File: src/rtl/slc3_mem_pkg.sv
// slc3_mem_pkg: shared types and constants for the SLC-3 SRAM access sequencer.
//   state_t   - sequencer states (IDLE, SETUP, ACCESS, DONE)
//   MMIO_ADDR - word address decoded as the switch/hex I/O word
//   WAIT_MIN / WAIT_MAX - legal range of the wait-state parameter
package slc3_mem_pkg;

    typedef enum logic [1:0] {
        IDLE   = 2'd0,
        SETUP  = 2'd1,
        ACCESS = 2'd2,
        DONE   = 2'd3
    } state_t;

    localparam logic [15:0] MMIO_ADDR = 16'hFFFF;
    localparam int          WAIT_MIN  = 1;
    localparam int          WAIT_MAX  = 15;

    function automatic logic is_mmio(input logic [15:0] a);
        return (a == MMIO_ADDR);
    endfunction

endpackage

File: src/rtl/sram_ctrl_if.sv
// sram_ctrl_if: datapath-side request/acknowledge bus of the SRAM sequencer.
//   req, we, addr, wdata - request from the datapath (MAR/MDR side)
//   rdata, ack, busy     - completion data and status back to the datapath
// master = datapath, slave = sram_ctrl.
interface sram_ctrl_if;
    logic        req;
    logic        we;
    logic [15:0] addr;
    logic [15:0] wdata;
    logic [15:0] rdata;
    logic        ack;
    logic        busy;

    modport master (output req, we, addr, wdata, input rdata, ack, busy);
    modport slave  (input req, we, addr, wdata, output rdata, ack, busy);
endinterface

File: src/rtl/sram_ctrl_mmio.sv
// sram_ctrl_mmio: memory-mapped I/O word for the SRAM sequencer.
// Present only when SRAM_CTRL_MMIO_EN is defined.
//   Clk, Reset     - clock, synchronous active-high reset
//   addr, wdata    - latched request address / write data
//   hex_load       - write-completion strobe from the sequencer
//   Switches       - board switches, read source for the I/O word
//   Data_from_SRAM - SRAM read data for ordinary addresses
//   rd_data        - read data selected for the current access
//   hex_out        - hex display register, written via the I/O word
`ifdef SRAM_CTRL_MMIO_EN
module sram_ctrl_mmio
    import slc3_mem_pkg::*;
(
    input  logic        Clk,
    input  logic        Reset,
    input  logic [15:0] addr,
    input  logic [15:0] wdata,
    input  logic        hex_load,
    input  logic [15:0] Switches,
    input  logic [15:0] Data_from_SRAM,
    output logic [15:0] rd_data,
    output logic [15:0] hex_out
);

    logic io_sel;

    assign io_sel  = is_mmio(addr);
    assign rd_data = io_sel ? Switches : Data_from_SRAM;

    always_ff @(posedge Clk) begin
        if (Reset)
            hex_out <= 16'h0000;
        else if (hex_load && io_sel)
            hex_out <= wdata;
    end

endmodule
`endif

File: src/rtl/sram_ctrl.sv
// sram_ctrl: handshaked SRAM access sequencer for the SLC-3 datapath.
// Sequence per access: IDLE -> SETUP (1) -> ACCESS (WAIT_CYCLES) -> DONE (1).
//   Clk, Reset           - clock, synchronous active-high reset
//   bus (slave)          - req/we/addr/wdata in, rdata/ack/busy out
//   Switches, hex_out    - MMIO switch input / hex display output
//   Mem_CE/UB/LB/OE/WE   - active-low SRAM strobes (registered)
//   ADDR, Data_to_SRAM   - SRAM address and write data (latched)
//   Data_from_SRAM       - SRAM read data from the tristate buffer
//   drive_en             - tristate enable, CPU drives the data bus
// Optional macro SRAM_CTRL_MMIO_EN: address 16'hFFFF becomes the switch/hex
// I/O word; without it hex_out is tied low and Switches is unused.
module sram_ctrl
    import slc3_mem_pkg::*;
#(
    parameter int WAIT_CYCLES = 2
) (
    input  logic        Clk,
    input  logic        Reset,
    sram_ctrl_if.slave  bus,
    input  logic [15:0] Switches,
    output logic [15:0] hex_out,
    output logic        Mem_CE,
    output logic        Mem_UB,
    output logic        Mem_LB,
    output logic        Mem_OE,
    output logic        Mem_WE,
    output logic [19:0] ADDR,
    output logic [15:0] Data_to_SRAM,
    input  logic [15:0] Data_from_SRAM,
    output logic        drive_en
);

    if (WAIT_CYCLES < WAIT_MIN || WAIT_CYCLES > WAIT_MAX) begin : g_bad_wait
        $error("sram_ctrl: WAIT_CYCLES must be within 1..15");
    end

    state_t      state;
    logic [3:0]  cnt;
    logic        we_l;
    logic        io_l;
    logic [15:0] addr_l;
    logic [15:0] wdata_l;
    logic [15:0] rdata_q;
    logic        ack_q;
    logic        busy_q;
    logic        io_req;
    logic [15:0] rd_src;

`ifdef SRAM_CTRL_MMIO_EN
    logic hex_load;

    assign io_req   = is_mmio(bus.addr);
    assign hex_load = (state == DONE) && we_l;

    sram_ctrl_mmio u_mmio (
        .Clk            (Clk),
        .Reset          (Reset),
        .addr           (addr_l),
        .wdata          (wdata_l),
        .hex_load       (hex_load),
        .Switches       (Switches),
        .Data_from_SRAM (Data_from_SRAM),
        .rd_data        (rd_src),
        .hex_out        (hex_out)
    );
`else
    logic unused_switches;

    assign io_req          = 1'b0;
    assign rd_src          = Data_from_SRAM;
    assign hex_out         = 16'h0000;
    assign unused_switches = ^Switches;
`endif

    assign ADDR         = {4'h0, addr_l};
    assign Data_to_SRAM = wdata_l;
    assign bus.rdata    = rdata_q;
    assign bus.ack      = ack_q;
    assign bus.busy     = busy_q;

    // Outputs are set for the state being entered, so every strobe is a flop.
    always_ff @(posedge Clk) begin
        if (Reset) begin
            state    <= IDLE;
            cnt      <= 4'd0;
            we_l     <= 1'b0;
            io_l     <= 1'b0;
            addr_l   <= 16'h0000;
            wdata_l  <= 16'h0000;
            rdata_q  <= 16'h0000;
            ack_q    <= 1'b0;
            busy_q   <= 1'b0;
            Mem_CE   <= 1'b1;
            Mem_UB   <= 1'b1;
            Mem_LB   <= 1'b1;
            Mem_OE   <= 1'b1;
            Mem_WE   <= 1'b1;
            drive_en <= 1'b0;
        end else begin
            ack_q <= 1'b0;
            case (state)
                IDLE: begin
                    if (bus.req) begin
                        state   <= SETUP;
                        busy_q  <= 1'b1;
                        we_l    <= bus.we;
                        io_l    <= io_req;
                        addr_l  <= bus.addr;
                        wdata_l <= bus.wdata;
                        cnt     <= 4'(WAIT_CYCLES - 1);
                        Mem_CE  <= io_req;
                        Mem_UB  <= io_req;
                        Mem_LB  <= io_req;
                    end
                end
                SETUP: begin
                    state <= ACCESS;
                    if (!io_l) begin
                        if (we_l) begin
                            Mem_WE   <= 1'b0;
                            drive_en <= 1'b1;
                        end else begin
                            Mem_OE   <= 1'b0;
                        end
                    end
                end
                ACCESS: begin
                    if (cnt == 4'd0) begin
                        state  <= DONE;
                        ack_q  <= 1'b1;
                        Mem_OE <= 1'b1;
                        Mem_WE <= 1'b1;
                        if (!we_l)
                            rdata_q <= rd_src;
                    end else begin
                        cnt <= cnt - 4'd1;
                    end
                end
                DONE: begin
                    state    <= IDLE;
                    busy_q   <= 1'b0;
                    Mem_CE   <= 1'b1;
                    Mem_UB   <= 1'b1;
                    Mem_LB   <= 1'b1;
                    drive_en <= 1'b0;
                end
                default: state <= IDLE;
            endcase
        end
    end

endmodule

File: src/flat_wrapper.sv
// flat-port wrapper written by rule: the top's interface ports become plain ports
module sram_ctrl_flat import slc3_mem_pkg::*;
#(
    parameter int WAIT_CYCLES = 2
)
  (Clk, Reset, Switches, hex_out, Mem_CE, Mem_UB, Mem_LB, Mem_OE, Mem_WE, ADDR, Data_to_SRAM, Data_from_SRAM, drive_en, bus_req, bus_we, bus_addr, bus_wdata, bus_rdata, bus_ack, bus_busy);
  sram_ctrl_if bus_i ();
  input  logic Clk;
  input  logic Reset;
  input  logic [15:0] Switches;
  output logic [15:0] hex_out;
  output logic Mem_CE;
  output logic Mem_UB;
  output logic Mem_LB;
  output logic Mem_OE;
  output logic Mem_WE;
  output logic [19:0] ADDR;
  output logic [15:0] Data_to_SRAM;
  input  logic [15:0] Data_from_SRAM;
  output logic drive_en;
  input wire logic [$bits(bus_i.req)-1:0] bus_req;
  input wire logic [$bits(bus_i.we)-1:0] bus_we;
  input wire logic [$bits(bus_i.addr)-1:0] bus_addr;
  input wire logic [$bits(bus_i.wdata)-1:0] bus_wdata;
  output wire logic [$bits(bus_i.rdata)-1:0] bus_rdata;
  output wire logic [$bits(bus_i.ack)-1:0] bus_ack;
  output wire logic [$bits(bus_i.busy)-1:0] bus_busy;
  assign bus_i.req = bus_req;
  assign bus_i.we = bus_we;
  assign bus_i.addr = bus_addr;
  assign bus_i.wdata = bus_wdata;
  assign bus_rdata = bus_i.rdata;
  assign bus_ack = bus_i.ack;
  assign bus_busy = bus_i.busy;
  sram_ctrl #(.WAIT_CYCLES(WAIT_CYCLES)) u_core (.Clk(Clk), .Reset(Reset), .bus(bus_i), .Switches(Switches), .hex_out(hex_out), .Mem_CE(Mem_CE), .Mem_UB(Mem_UB), .Mem_LB(Mem_LB), .Mem_OE(Mem_OE), .Mem_WE(Mem_WE), .ADDR(ADDR), .Data_to_SRAM(Data_to_SRAM), .Data_from_SRAM(Data_from_SRAM), .drive_en(drive_en));
endmodule
File: config.mk
export PLATFORM = sky130hd
export DESIGN_NAME = sram_ctrl_flat
export DESIGN_NICKNAME = d
export VERILOG_FILES = /design/src/rtl/slc3_mem_pkg.sv /design/src/rtl/sram_ctrl_if.sv /design/src/rtl/sram_ctrl_mmio.sv /design/src/rtl/sram_ctrl.sv /design/src/flat_wrapper.sv
export SDC_FILE = /design/constraint.sdc
export NUM_CORES = 1
export LEC_CHECK = 0
export ABC_AREA = 1
export BUFFER_PORTS_ARGS = -buffer_cell sky130_fd_sc_hd__buf_2
export CORE_AREA = 5 5 87 89
export CTS_BUF_LIST = sky130_fd_sc_hd__clkbuf_16
export DETAILED_ROUTE_END_ITERATION = 8
export DIE_AREA = 0 0 92 94
export PLACE_DENSITY = 0.71
export SYNTH_ARGS = -nofsm -noshare
export SYNTH_HDL_FRONTEND = slang
export SYNTH_SLANG_ARGS = --single-unit
File: constraint.sdc
create_clock -name Clk -period 4.05 [get_ports Clk]
set_input_delay 0.81 -clock Clk [delete_from_list [all_inputs] [get_ports Clk]]
set_output_delay 0.81 -clock Clk [all_outputs]
set_load 0.02 [all_outputs]
Word level (Yosys, flattened, before mapping)
Cells that the tools add are included.

storage, ports and cells
  input port bits = 68
  output and inout bits = 76
  word-level logic and storage cells = 56
  register bits after elaboration = 61

cells by class
  mux-type cells = 18
  bitwise logic cells = 2
  add/subtract/negate cells = 1
  reduce and logical (&&, ||, !) cells = 15
  equal/unequal tests = 8

operators with widths
  operator               number
  $reduce_and A3 Y1      4
  $pmux W1 S2            5
  $mux W4                2
  $pmux W2 S4            1
  $pmux W4 S2            1
  $reduce_and A2 Y1      4
  $reduce_bool A2 Y1     4
  $mux W1                7
  $ne A2 B2 Y1 const B   3
  $eq A2 B2 Y1 const B   2
  $logic_not A4 Y1       1
  $mux W2                2
  $ne A2 B1 Y1 const B   2
  $sub A4 B1 Y4 const B  1
  $eq A2 B1 Y1 const B   1
  $logic_not A2 Y1       1
  $not A1 Y1             2
  $reduce_or A2 Y1       1

Depth between registers and ports, before layout
  depth in word-level cells = 3
  depth in mapped cells = 10

Worst setup path before layout
No wires, ideal clock.

  kind = register -> output
  start point = register u_core.Mem_UB (netlist name)
  end point = output port Mem_LB
  buffers on the path = 1
  slack = 2.607 ns
  stages on the path, launching flop included = 2
  data required time = 3.240 ns
  data arrival time = 0.633 ns
  cells stage by stage = dfxtp_1 -> buf_4

RTL lines
  what       line                source
  to (decl)  flat_wrapper.sv:14  output logic Mem_LB;

Worst setup path in the final report
  start point = register u_core.state[0]
  end point = register u_core.Mem_UB

on the way
  longest elaborated chain between the ends = 3
  elaborated cells on any way between the ends = 6
  classes of those cells = 2 x eq/ne; 1 x mux; 3 x reduce/logical

ends and longest elaborated chain
  what                                                                        line              source
  from (decl)                                                                 sram_ctrl.sv:37   state_t state;
  from (signal assigned)                                                      sram_ctrl.sv:84   state <= IDLE;
  from (signal assigned)                                                      sram_ctrl.sv:104  state <= SETUP;
  from (signal assigned)                                                      sram_ctrl.sv:117  state <= ACCESS;
  $eq A2 B2 Y1 / $logic_not A2 Y1 (equally long branches)                     sram_ctrl.sv:101  case (state)
  $reduce_bool A2 Y1 (no source line) / $ne A2 B2 Y1 (equally long branches)  -
  $reduce_and A2 Y1 (no source line)                                          -
  to (signal assigned)                                                        sram_ctrl.sv:112  Mem_UB <= io_req;
  to (decl)                                                                   sram_ctrl.sv:23   output logic Mem_UB,

Parallel ways exist; a longest one is shown, timed or not.
A chain may end at the register's enable or synchronous reset.

==> impl_metrics.env <==
export IMPL_io_pins=144
export IMPL_max_vdd_ir_drop_v=0.000284
export IMPL_maxCapViolCount=0
export IMPL_wirelength_um=6350
export IMPL_whs_endpoint="u_core.Mem_WE$_SDFFE_PP1P_"
export IMPL_holdCritPathClass="reg -> reg"
export IMPL_ys_seq_area_share_pct=46.7
export IMPL_first_pass_iters=4
export IMPL_die_y_um=94
export IMPL_ys_types=22
export IMPL_cts_setup_buffers=0
export IMPL_track_usage_pct=14.6
export IMPL_cts_root_buffer="clkbuf_16"
export IMPL_grt_pass1_vias=2230
export IMPL_post_place_ws_ns=1.75
export IMPL_synth_avg_cell_area_um2=7.91
export IMPL_viasPerCell=4.70
export IMPL_synth_simple_area_share_pct=24.8
export IMPL_power_leakage_nw=1.70
export IMPL_clkLatencyLatePin_ns=0.31
export IMPL_synth_compound_area_share_pct=12.1
export IMPL_postCtsHoldBufs=0
export IMPL_hpwl_um=4400
export IMPL_wl_per_cell_um=12.4
export IMPL_muxShareOfSynthArea_pct=0
export IMPL_final_cell_mix="buf_2, nor2_1, dfxtp_1"
export IMPL_fin_worst_skew_ns=0.00545
export IMPL_grt_pass1_wl_um=10200
export IMPL_synth_seq_cells=61
export IMPL_synth_fa_ha_area_share_pct=3.35
export IMPL_criticalPathCategory="reg -> reg"
export IMPL_min_period_ns=2.11
export IMPL_power_total_mw=2.70
export IMPL_vias=2414
export IMPL_ant_nets=0
export IMPL_die_width_um=92
export IMPL_yosysWarnings=0
export IMPL_end_kind="flip-flop"
export IMPL_finalSetupViolCount=0
export IMPL_crit_arrival_ns=2.28
export IMPL_cts_sinks=61
export IMPL_core_area_mm2=0.00668
export IMPL_worstPathRequired_ns=4.22
export IMPL_htreeDepth=3
export IMPL_final_common_cell="buf_2"
export IMPL_rr_endpoint="u_core.Mem_UB$_SDFFE_PP1P_"
export IMPL_hold_start="u_core.Mem_WE$_SDFFE_PP1P_"
export IMPL_cts_tree="yes"
export IMPL_syn_inst=331
export IMPL_post_route_util_pct=50.3
export IMPL_nets=504
export IMPL_cp_max_fo=37
export IMPL_layout_area_seq_mm2=0.00122
export IMPL_antenna_found_initial=0
export IMPL_drcViolationCount=0
export IMPL_clk_pin_slew_ns=0.05
export IMPL_die_area_mm2=0.00865
export IMPL_initialDrtViolationCount=80
export IMPL_grt_max_degree=57
export IMPL_hold_viol=0
export IMPL_worst_pin_slew_ns=0.809
export IMPL_cts_resized=0
export IMPL_synth_top_family_by_area="simple AND/OR/NAND/NOR gates"
export IMPL_diodes=0
export IMPL_syn_area_mm2=0.00262
export IMPL_tns_ns=0
export IMPL_start_kind="flip-flop"
export IMPL_multi_input_area_mm2=0.00113
export IMPL_period_share_pct=52.0
export IMPL_initial_core_util_pct=39.2
export IMPL_fmax_mhz=475
export IMPL_yosys_area_share_xor_xnor_pct=0
export IMPL_r2r_start="u_core.state[0]$_SDFFE_PP0P_"
export IMPL_fin_ws_ns=1.94
export IMPL_syn_to_final_growth_pct=28.3
export IMPL_port_buffers=107
export IMPL_status="finished clean"
export IMPL_cts_buffers_inserted=9
export IMPL_fillerInstances=702
export IMPL_max_slew_margin_pct=46.0
export IMPL_rsz0062_at_grt="false"
export IMPL_reg2reg_depth=7
export IMPL_drive_gt1_share_pct=31.3
export IMPL_grt_overflow_total=0
export IMPL_ff2ff_setup_slack_ns=1.94
export IMPL_drv_slew=0
export IMPL_cts_max_path_buffers=2
export IMPL_fp_row_count=30
export IMPL_hold_depth=2
export IMPL_gp_congestion=0.700
export IMPL_p_per_area_mw_per_mm2=803
[Yosys cell counts]
library cell | count | area (µm²)
inv_1 | 14 | 52.6
clkbuf_1 | 6 | 22.5
nand2_1 | 21 | 78.8
nor3_2 | 9 | 90.1
o211ai_1 | 1 | 7.51
nand4_1 | 2 | 12.5
a21oi_1 | 7 | 35.0
nand3_1 | 7 | 35.0
buf_6 | 3 | 33.8
nand3_4 | 1 | 17.5
nor2_1 | 92 | 345
dfxtp_1 | 61 | 1220
nor3_1 | 8 | 40.0
nand2_2 | 1 | 6.26
conb_1 | 1 | 3.75
inv_2 | 2 | 7.51
buf_2 | 4 | 20.0
o21ai_1 | 10 | 50.1
o21ai_0 | 45 | 225
buf_4 | 27 | 203
nor2_4 | 2 | 22.5
ha_1 | 7 | 87.6
[power by group]
| part | leakage, nW | total, mW | switching, mW | internal (mW) |
|---|---|---|---|---|
| clock network | 0.155 | 0.781 | 0.252 | 0.529 |
| logic | 1.05 | 1.04 | 0.703 | 0.333 |
| registers | 0.502 | 0.881 | 0.0957 | 0.785 |
| total | 1.70 | 2.70 | 1.05 | 1.65 |
[metrics by stage]
stage | instance area [µm²] | std cells | hold slack (ns)
after floorplan | 2690 | 350 | 0.466
after global placement | 3050 | 498 | 0.442
after detailed placement | 3050 | 498 | 0.442
after CTS | 3360 | 514 | 0.456
after global routing | 3360 | 514 | 0.498
final | 3360 | 514 | 0.451
[sequential cells by signal, indices dropped and copies added (netlist names)]
signal	flops
u_core.Mem_WE	1
u_core.Mem_UB	1
u_core.bus.busy	1
u_core.bus.rdata	16
u_core.we_l	1
u_core.drive_en	1
u_core.addr_l	16
u_core.state	2
u_core.Data_to_SRAM	16
u_core.cnt	4
u_core.Mem_OE	1
u_core.bus.ack	1
[worst max path at each step]
stage	startpoint	endpoint	slack, ns	cells past startpoint
2_1_floorplan	u_core.Mem_UB$_SDFFE_PP1P_	Mem_LB	2.61	1
3_3_place_gp	bus_req	u_core.Mem_UB$_SDFFE_PP1P_	1.76	6
3_5_place_dp	bus_req	u_core.Mem_UB$_SDFFE_PP1P_	1.75	6
4_1_cts	u_core.state[0]$_SDFFE_PP0P_	u_core.Mem_UB$_SDFFE_PP1P_	1.91	7
5_1_grt	u_core.state[0]$_SDFFE_PP0P_	u_core.Mem_UB$_SDFFE_PP1P_	1.64	7
6_report	u_core.state[0]$_SDFFE_PP0P_	u_core.Mem_UB$_SDFFE_PP1P_	1.94	7
[area by class of cell]
class,count,area share [%]
clock buffers,9,6.70
well taps,80,2.98
multi-input cells,233,33.6
inverters,16,1.79
flip-flops and latches,61,36.4
repair buffers,108,16.2
clock inverters,7,2.42
[cells by family after synthesis]
family                     count (synthesis)
and+or+nand+nor                          143
AOI/OAI and AO/OA                         63
DFF                                       61
buffers and inverters                     56
adders and majority gates                  7
other                                      1
[worst max-delay path, cell delays in order, from the launching register on]
cell     delay (ns)
dfxtp_1        0.32
inv_1          0.12
ha_1           0.26
nand2_2        0.38
inv_2          0.59
nand2_1        0.13
o21ai_0        0.10
nand2_1        0.06
[per-layer routing]
metal  share of wire (%)  global-route usage, %  vias to the layer above
met5                   0                      0                        -
met4                 1.0                   5.20                        0
met3                 8.3                   5.05                        6
met2                  48                   25.4                       89
met1                  42                   16.6                     1099
li1                    -                      -                     1220
No activity file was read; power rests on OpenSTA's default activity.
